==> src/rtl/x_pulse_tx.sv <==
// x_pulse_tx: emits bursts of single-cycle X pulses separated by a programmable
// number of idle cycles, and keeps a local mirror of the downstream counting
// receiver so the receiver's wrap indication can be predicted.
//
// Ports
//   Clock     in   single clock, all state updates on posedge
//   ResetN    in   synchronous active-low reset
//   ReqValid  in   burst request present
//   ReqReady  out  request can be accepted (IDLE only)
//   ReqCount  in   number of pulses in the burst, 0..2^CNT_W
//   ReqGap    in   number of X=0 cycles between consecutive pulses
//   X         out  registered serial pulse line
//   Busy      out  burst in progress (state != IDLE)
//   Done      out  one-cycle end-of-burst strobe
//   Mirror    out  count of X=1 cycles since reset, modulo 2^CNT_W
//   Wrap      out  combinational, high when Mirror is at its maximum value
module x_pulse_tx #(
    parameter int unsigned CNT_W = 3,
    parameter int unsigned GAP_W = 2
) (
    input  logic             Clock,
    input  logic             ResetN,
    input  logic             ReqValid,
    output logic             ReqReady,
    input  logic [CNT_W:0]   ReqCount,
    input  logic [GAP_W-1:0] ReqGap,
    output logic             X,
    output logic             Busy,
    output logic             Done,
    output logic [CNT_W-1:0] Mirror,
    output logic             Wrap
);

    localparam int unsigned REM_W = CNT_W + 1;

    typedef enum logic [1:0] {
        IDLE  = 2'd0,
        PULSE = 2'd1,
        GAP   = 2'd2,
        DONE  = 2'd3
    } state_t;

    state_t             state;
    state_t             state_nxt;
    logic [REM_W-1:0]   remaining;
    logic [REM_W-1:0]   remaining_nxt;
    logic [GAP_W-1:0]   gap_lat;
    logic [GAP_W-1:0]   gap_lat_nxt;
    logic [GAP_W-1:0]   gap_cnt;
    logic [GAP_W-1:0]   gap_cnt_nxt;

    // Next-state and counter update logic
    always_comb begin
        state_nxt     = state;
        remaining_nxt = remaining;
        gap_lat_nxt   = gap_lat;
        gap_cnt_nxt   = gap_cnt;

        case (state)
            IDLE: begin
                if (ReqValid) begin
                    remaining_nxt = ReqCount;
                    gap_lat_nxt   = ReqGap;
                    state_nxt     = (ReqCount == REM_W'(0)) ? DONE : PULSE;
                end
            end
            PULSE: begin
                remaining_nxt = remaining - REM_W'(1);
                if (remaining == REM_W'(1)) begin
                    state_nxt = DONE;
                end else if (gap_lat == GAP_W'(0)) begin
                    state_nxt = PULSE;
                end else begin
                    state_nxt   = GAP;
                    gap_cnt_nxt = gap_lat;
                end
            end
            GAP: begin
                // Counter holds the number of gap cycles still to spend,
                // including the current one.
                gap_cnt_nxt = gap_cnt - GAP_W'(1);
                if (gap_cnt == GAP_W'(1)) begin
                    state_nxt = PULSE;
                end
            end
            DONE: begin
                state_nxt = IDLE;
            end
            default: begin
                state_nxt = IDLE;
            end
        endcase
    end

    // State, counters and registered outputs
    always_ff @(posedge Clock) begin
        if (!ResetN) begin
            state     <= IDLE;
            remaining <= '0;
            gap_lat   <= '0;
            gap_cnt   <= '0;
            X         <= 1'b0;
            Busy      <= 1'b0;
            Done      <= 1'b0;
            ReqReady  <= 1'b1;
            Mirror    <= '0;
        end else begin
            state     <= state_nxt;
            remaining <= remaining_nxt;
            gap_lat   <= gap_lat_nxt;
            gap_cnt   <= gap_cnt_nxt;
            X         <= (state_nxt == PULSE);
            Busy      <= (state_nxt != IDLE);
            Done      <= (state_nxt == DONE);
            ReqReady  <= (state_nxt == IDLE);
            // Tracks the receiver, which counts X on this same edge.
            if (X) begin
                Mirror <= Mirror + CNT_W'(1);
            end
        end
    end

    // Receiver terminal-count prediction
    assign Wrap = (Mirror == {CNT_W{1'b1}});

endmodule

==> config.mk <==
export PLATFORM = sky130hd
export DESIGN_NAME = x_pulse_tx
export DESIGN_NICKNAME = d
export VERILOG_FILES = /design/src/rtl/x_pulse_tx.sv
export SDC_FILE = /design/constraint.sdc
export NUM_CORES = 1
export LEC_CHECK = 0
export CORE_UTILIZATION = 44
export CTS_CLUSTER_DIAMETER = 60
export DETAILED_ROUTE_END_ITERATION = 8
export PLACE_DENSITY = 0.7
export SKIP_CTS_REPAIR_TIMING = 1
export SLEW_MARGIN = 20
export SYNTH_ARGS = -nofsm -noshare
export SYNTH_HDL_FRONTEND = slang
export SYNTH_SLANG_ARGS = --single-unit
==> constraint.sdc <==
create_clock -name Clock -period 2.9 [get_ports Clock]
set_input_delay 0.29 -clock Clock [delete_from_list [all_inputs] [get_ports Clock]]
set_output_delay 0.29 -clock Clock [all_outputs]
set_load 0.01 [all_outputs]
==> results.py, run 1 <==
metrics = {
    "pwr": {
        "p_per_area_nw_per_um2": 619,
        "p_leak_nw": 0.408,
        "total_power_uw": 641,
        "ir_drop_uv": 346,
    },
    "synthesis": {
        "ys.flop_type": "dfxtp_1",
        "synth_sequential_area_ratio_pct": 40.7,
        "yosys_warnings": 0,
        "synth.distinct_cells": 34,
        "synth_common_cells": "17 x dfxtp_1, 8 x inv_1, 7 x nand2_1, 7 x nor2_1, 6 x mux2i_1",
        "synth_edf_count": 0,
        "synth.cell_area_um2": 836,
        "syn_nets": 104,
        "ys_ff_latch": 17,
        "yosysTopAreaCellShare_pct": 40.7,
        "synth_async_sr_flop_share_pct": 0,
        "synth.most_common_cell": "dfxtp_1",
        "yosys.area.top_type": "dfxtp_1",
        "synthTopCellsByArea": "dfxtp_1 41%, ha_1 7.5%, mux2i_1 7.2%",
        "syn_area_per_cell_um2": 9.29,
        "synthCells": 90,
    },
    "global_route": {
        "gr-total-overflow": 0,
        "first_global_vias": 643,
        "grt_pass1_wl_um": 2560,
        "grt_use_total_pct": 17.9,
        "antenna_found_initial": 0,
        "grt_max_degree": 15,
    },
    "critical_path": {
        "crit_fanout": 3,
        "crit_type": "reg -> out",
        "crit_arrival_ns": 1.51,
        "crit_buf_inv": 1,
        "crit_chain": "ha_1 > ha_1 > clkdlybuf4s50_1",
        "cp-end-kind": "output pin",
        "cp_top_family": "buffers and inverters",
        "crit_top_cell": "ha_1",
        "cp-startpoint": "Mirror[0]",
        "slowest_stage": "clkdlybuf4s50_1",
        "start_kind": "register",
        "regToRegStartpoint": "state[0]",
        "crit_required_ns": 2.61,
        "slowest_delay_ns": 0.53,
    },
    "die": {
        "row_count": 15,
        "io_pins": 17,
        "initial_core_util_pct": 47.9,
        "dieArea_um2": 2080,
        "core_region_area_um2": 1750,
        "dieHeight_um": 45.6,
        "fp.dieW_um": 45.6,
    },
    "detailed_routing": {
        "post_drt_wl_per_cell_um": 12.0,
        "vias": 697,
        "ant_nets": 0,
        "viasPerCell": 5.32,
        "wirelength_um": 1580,
        "first_iter_violations": 11,
        "drt_pass1_iterations": 4,
        "remaining_drc_errors": 0,
    },
    "sta": {
        "rsz0062_at_grt": "false",
        "min_period_over_period_pct": 62.2,
        "setup_viol": 0,
        "setup_tns_ns": 0,
        "skew_ns": 0.0109,
        "worst_pin_slew_ns": 0.616,
        "finalCriticalPeriod_ns": 1.80,
        "hold_viol": 0,
        "slew-limit-headroom_pct": 58.7,
        "final-max-slew-violation-count": 0,
        "max_freq_mhz": 555,
    },
    "placement": {
        "io_buffer_count": 16,
        "dpl-instance-area_um2": 1010,
        "dpl.hpwl_um": 1180,
        "place_congestion": 0.737,
        "place_inst": 127,
    },
    "layout": {
        "area_growth_pct": 24.0,
        "nets": 121,
        "final_cells": 131,
        "fin_area_um2": 1040,
        "drive_above_1_share_pct": 6.60,
        "diodes": 0,
    },
    "clock_network": {
        "clock_sinks": 17,
        "htreeDepth": 1,
        "cts_tree": "yes",
        "clk-insertion-delay-late_ns": 0.29,
        "root_buffer": "clkbuf_4",
        "clock_path_buffers": 2,
        "cts_buffers": 3,
        "clkTransAtPathRegs_ns": 0.10,
    },
    "worst_hold_path": {
        "hp-class": "reg -> reg",
        "hp-start": "remaining[1]",
    },
    "status": {
        "status": "complete, no violations",
    },
    "flow_run": {
        "drv_cap": 0,
    },
}
-- metal layers --
layer / GRT usage (%) / wire length [um] / part of all wire (%) / vias to the layer above
li1: - / - / - / 356
met1: 21.1 / 727 / 46 / 315
met2: 26.0 / 703 / 45 / 22
met3: 8.73 / 118 / 7.5 / 4
met4: 10.3 / 29 / 1.8 / 0
met5: 0 / 0 / 0 / -
-- layout by cell type (no fill, tap or decap), drive strengths merged --
master | netlist | routed
dfxtp | 17 | 17
clkdlybuf4s50 | 0 | 16
inv | 8 | 8
nand2 | 7 | 7
nor2 | 7 | 7
mux2i | 6 | 6
ha | 5 | 5
a221oi | 4 | 4
clkbuf | 2 | 4
a21oi | 3 | 3
a22oi | 3 | 3
o21ai | 2 | 2
a31oi | 2 | 2
or3 | 2 | 2
nand3b | 2 | 2
nor3b | 2 | 2
xor2 | 1 | 1
or3b | 1 | 1
nor2b | 1 | 1
o211ai | 1 | 1
a2bb2oi | 1 | 1
and3 | 1 | 1
nor4 | 1 | 1
a22o | 1 | 1
o31ai | 1 | 1
nor3 | 1 | 1
a32oi | 1 | 1
mux2 | 1 | 1
o22ai | 1 | 1
o21bai | 1 | 1
a21boi | 1 | 1
xnor2 | 1 | 1
-- cell families after synthesis --
| group | synth area share, % |
|---|---|
| and+or+nand+nor | 15.9 |
| muxes | 8.53 |
| xor gates and xnor gates | 2.10 |
| buffers and inverters | 5.69 |
| adders and majority gates | 7.49 |
| DFF | 40.7 |
| AOI/OAI and AO/OA | 19.6 |
-- final cells by class --
type	count	area, um^2
fillers	156	709
repair buffers	16	160
well taps	25	31.3
clock buffers	4	26.3
multi-input cells	61	448
flip-flops and latches	17	340
inverters	8	30.0
-- state kept, by name (all words and copies together), names as in the netlist --
name / cells
Busy: 1
Done: 1
Mirror: 3
ReqReady: 1
X: 1
gap_cnt: 2
gap_lat: 2
remaining: 4
state: 2
-- power breakdown --
part | internal, mW | switching (mW)
Combinational | 0.109 | 0.0886
Sequential | 0.271 | 0.0482
Clock | 0.0535 | 0.0704
-- through the flow --
step | hold slack (ns) | setup WS (ns) | utilization, %
finish | 0.493 | 1.10 | 59.4
global route | 0.528 | 0.954 | 59.4
CTS | 0.491 | 1.08 | 59.4
detailed placement | 0.476 | 1.06 | 57.8
global placement | 0.466 | 1.02 | 57.8
floorplan | 0.436 | 1.55 | -
-- tightest hold or removal path, stage by stage (launching register included) --
cell and delay [ns]:
dfxtp_1 0.34, nand2_1 0.06, a21oi_1 0.06
-- path summary, 6_finish.rpt --
check	slack (ns)	cells after the start	end
setup / recovery	1.10	3	Wrap
hold / removal	0.49	2	remaining[1]
setup reg to reg	1.10	3	X
hold reg to reg	0.49	2	remaining[1]
Power figures use the tool's default switching activity.
==> inputs of run 2 (changes only) <==
--- a/config.mk
+++ b/config.mk
@@ -8,7 +8,7 @@
 export CORE_UTILIZATION = 44
 export CTS_CLUSTER_DIAMETER = 60
 export DETAILED_ROUTE_END_ITERATION = 8
-export PLACE_DENSITY = 0.7
+export PLACE_DENSITY = 0.73
 export SKIP_CTS_REPAIR_TIMING = 1
 export SLEW_MARGIN = 20
 export SYNTH_ARGS = -nofsm -noshare
==> constraint.sdc (replaced) <==
create_clock -name Clock -period 1.45 [get_ports Clock]
set_input_delay 0.145 -clock Clock [delete_from_list [all_inputs] [get_ports Clock]]
set_output_delay 0.145 -clock Clock [all_outputs]
set_load 0.01 [all_outputs]
==> run 2 against run 1 <==
Net effect:
- clock power rose by 100%
- final area rose by 9.4%
- worst setup slack got worse by 1.0 ns
- clock skew fell by 0.0088 ns
- via count rose by 7.0%
- critical path type unchanged
- critical endpoint is now X
- highest routed layer unchanged
==> results.py, run 2 (same netlist as run 1, synthesis figures left out) <==
metrics = {
    "global_route": {
        "antenna_found_initial": 0,
        "gr-max-usage-layer": "met2",
        "gr-total-overflow": 0,
        "grt_pass1_wl_um": 2830,
        "first_global_vias": 673,
        "grtUsageMet2_pct": 32.3,
        "grt_max_degree": 14,
        "grt_use_total_pct": 19.1,
        "use_met3_pct": 7.14,
        "met1_usage_pct": 23.2,
    },
    "layout": {
        "mostFrequentLayoutCells": "15 x clkdlybuf4s50_1, 14 x dfxtp_1, 10 x buf_4",
        "regArea_um2": 344,
        "largest_reg_flops": 4,
        "fin_area_um2": 1130,
        "largest-register": "remaining",
        "final_cells": 141,
        "final_util_pct": 64.9,
        "multiInputGateArea_um2": 463,
        "reg_top3": "remaining (4), Mirror (3)",
        "drive_above_1_share_pct": 20.7,
        "diodes": 0,
        "area_growth_pct": 35.6,
        "fill_cells": 153,
        "final_common_cell": "clkdlybuf4s50_1",
        "nets": 131,
    },
    "sta": {
        "skew_ns": 0.00208,
        "setup_tns_ns": 0,
        "worst_pin_slew_ns": 0.489,
        "slew-limit-headroom_pct": 67.1,
        "finalCriticalPeriod_ns": 1.36,
        "setup_viol": 0,
        "hold_viol": 0,
        "max_freq_mhz": 734,
        "min_period_over_period_pct": 94.0,
        "timing.final.ws_setup_ns": 0.0869,
        "timing.hold.ws_ns": 0.465,
        "final-max-slew-violation-count": 0,
    },
    "die": {
        "fp.dieW_um": 45.6,
        "io_pins": 17,
        "dieHeight_um": 45.6,
        "dieArea_um2": 2080,
        "core_region_area_um2": 1750,
        "initial_core_util_pct": 47.9,
        "row_count": 15,
    },
    "critical_path": {
        "crit_fanout": 4,
        "cp_top_family": "buffers and inverters",
        "crit_required_ns": 1.31,
        "crit_type": "reg -> out",
        "crit_chain": "clkdlybuf4s50_1",
        "start_kind": "register",
        "slowest_delay_ns": 0.54,
        "rr_worst_depth": 4,
        "crit_buf_inv": 1,
        "cp-end-kind": "output pin",
        "rr_endpoint": "X",
        "slowest_stage": "clkdlybuf4s50_1",
        "r2r_setup_slack_ns": 0.11,
        "crit_arrival_ns": 1.22,
        "regToRegStartpoint": "gap_cnt[0]",
    },
    "detailed_routing": {
        "remaining_drc_errors": 0,
        "wirelength_um": 1720,
        "drt_pass1_iterations": 4,
        "viasPerCell": 5.29,
        "vias": 746,
        "ant_nets": 0,
        "first_iter_violations": 16,
        "post_drt_wl_per_cell_um": 12.2,
    },
    "clock_network": {
        "clk-insertion-delay-late_ns": 0.29,
        "clkTransAtPathRegs_ns": 0.09,
        "htreeDepth": 1,
        "clock_path_buffers": 2,
        "cts_tree": "yes",
        "cts_buffers": 3,
        "clock_sinks": 17,
        "root_buffer": "clkbuf_4",
    },
    "placement": {
        "place_ws_ns": 0.00358,
        "place_inst": 137,
        "io_buffer_count": 16,
        "dpl-instance-area_um2": 1080,
        "place_congestion": 0.780,
        "dpl.hpwl_um": 1270,
    },
    "worst_hold_path": {
        "hp-class": "in -> reg",
        "hold_path_depth": 3,
        "holdPathEnd": "gap_lat[0]",
        "hp-start": "ReqGap[0]",
    },
    "pwr": {
        "ir_drop_uv": 862,
        "power_frac_seq_pct": 45.0,
        "p_per_area_nw_per_um2": 1210,
        "p_int_uw": 928,
        "p_sw_share_pct": 32.2,
        "p_switching_uw": 441,
        "total_power_mw": 1.37,
        "power_frac_clock_pct": 18.2,
        "combPwrFrac_pct": 36.9,
        "p_leak_nw": 0.484,
    },
    "status": {
        "status": "complete, no violations",
    },
    "flow_run": {
        "drv_cap": 0,
    },
}
==> run 2: routing by layer <==
| layer | vias to the layer above | routed length [um] |
|---|---|---|
| met1 | 344 | 747 |
| met4 | 0 | 14 |
| li1 | 378 | - |
| met3 | 4 | 83 |
| met5 | - | 0 |
| met2 | 20 | 869 |
==> run 2: cell type report <==
cell class / count / share of cell area (%)
tap: 25 / 2.76
multi-input combinational: 61 / 40.8
clock buffer: 3 / 1.99
clock inverter: 1 / 0.442
sequential: 17 / 30.4
timing repair buffer: 26 / 21.0
inverter: 8 / 2.65
==> run 2: how the worst max path moves through the flow <==
stage	cells after the start	from	slack, ns	to
floorplan	5	remaining[1]	0.10	X
global placement	4	ReqValid	0.04	X
detailed placement	5	ReqValid	0.004	remaining[0]
CTS	3	Mirror[0]	-0.20	Wrap
global route	6	remaining[1]	-0.01	gap_cnt[0]
finish	1	X	0.09	X
==> run 2: power groups by stage <==
stage | Sequential [mW] | Clock (mW) | Combinational, mW
after floorplan | 0.623 | 0 | 0.288
after global placement | 0.615 | 0 | 0.481
after detailed placement | 0.618 | 0 | 0.492
after CTS | 0.607 | 0.260 | 0.494
after global routing | 0.630 | 0.283 | 0.556
final | 0.616 | 0.249 | 0.505
==> run 2: worst reg2reg max path: cells and delay by family, from the launching register on <==
kind / cells / cell delay, ns
DFF: 1 / 0.38
and+or+nand+nor: 1 / 0.36
AOI/OAI and AO/OA: 1 / 0.26
adders and majority gates: 1 / 0.19
muxes: 1 / 0.07
==> inputs of run 3 (changes only) <==
--- a/config.mk
+++ b/config.mk
@@ -5,6 +5,7 @@
 export SDC_FILE = /design/constraint.sdc
 export NUM_CORES = 1
 export LEC_CHECK = 0
+export CAP_MARGIN = 20
 export CORE_UTILIZATION = 44
 export CTS_CLUSTER_DIAMETER = 60
 export DETAILED_ROUTE_END_ITERATION = 8
==> results of run 3 <==
The final DEF is identical to that of run 2; final timing and power are the same.
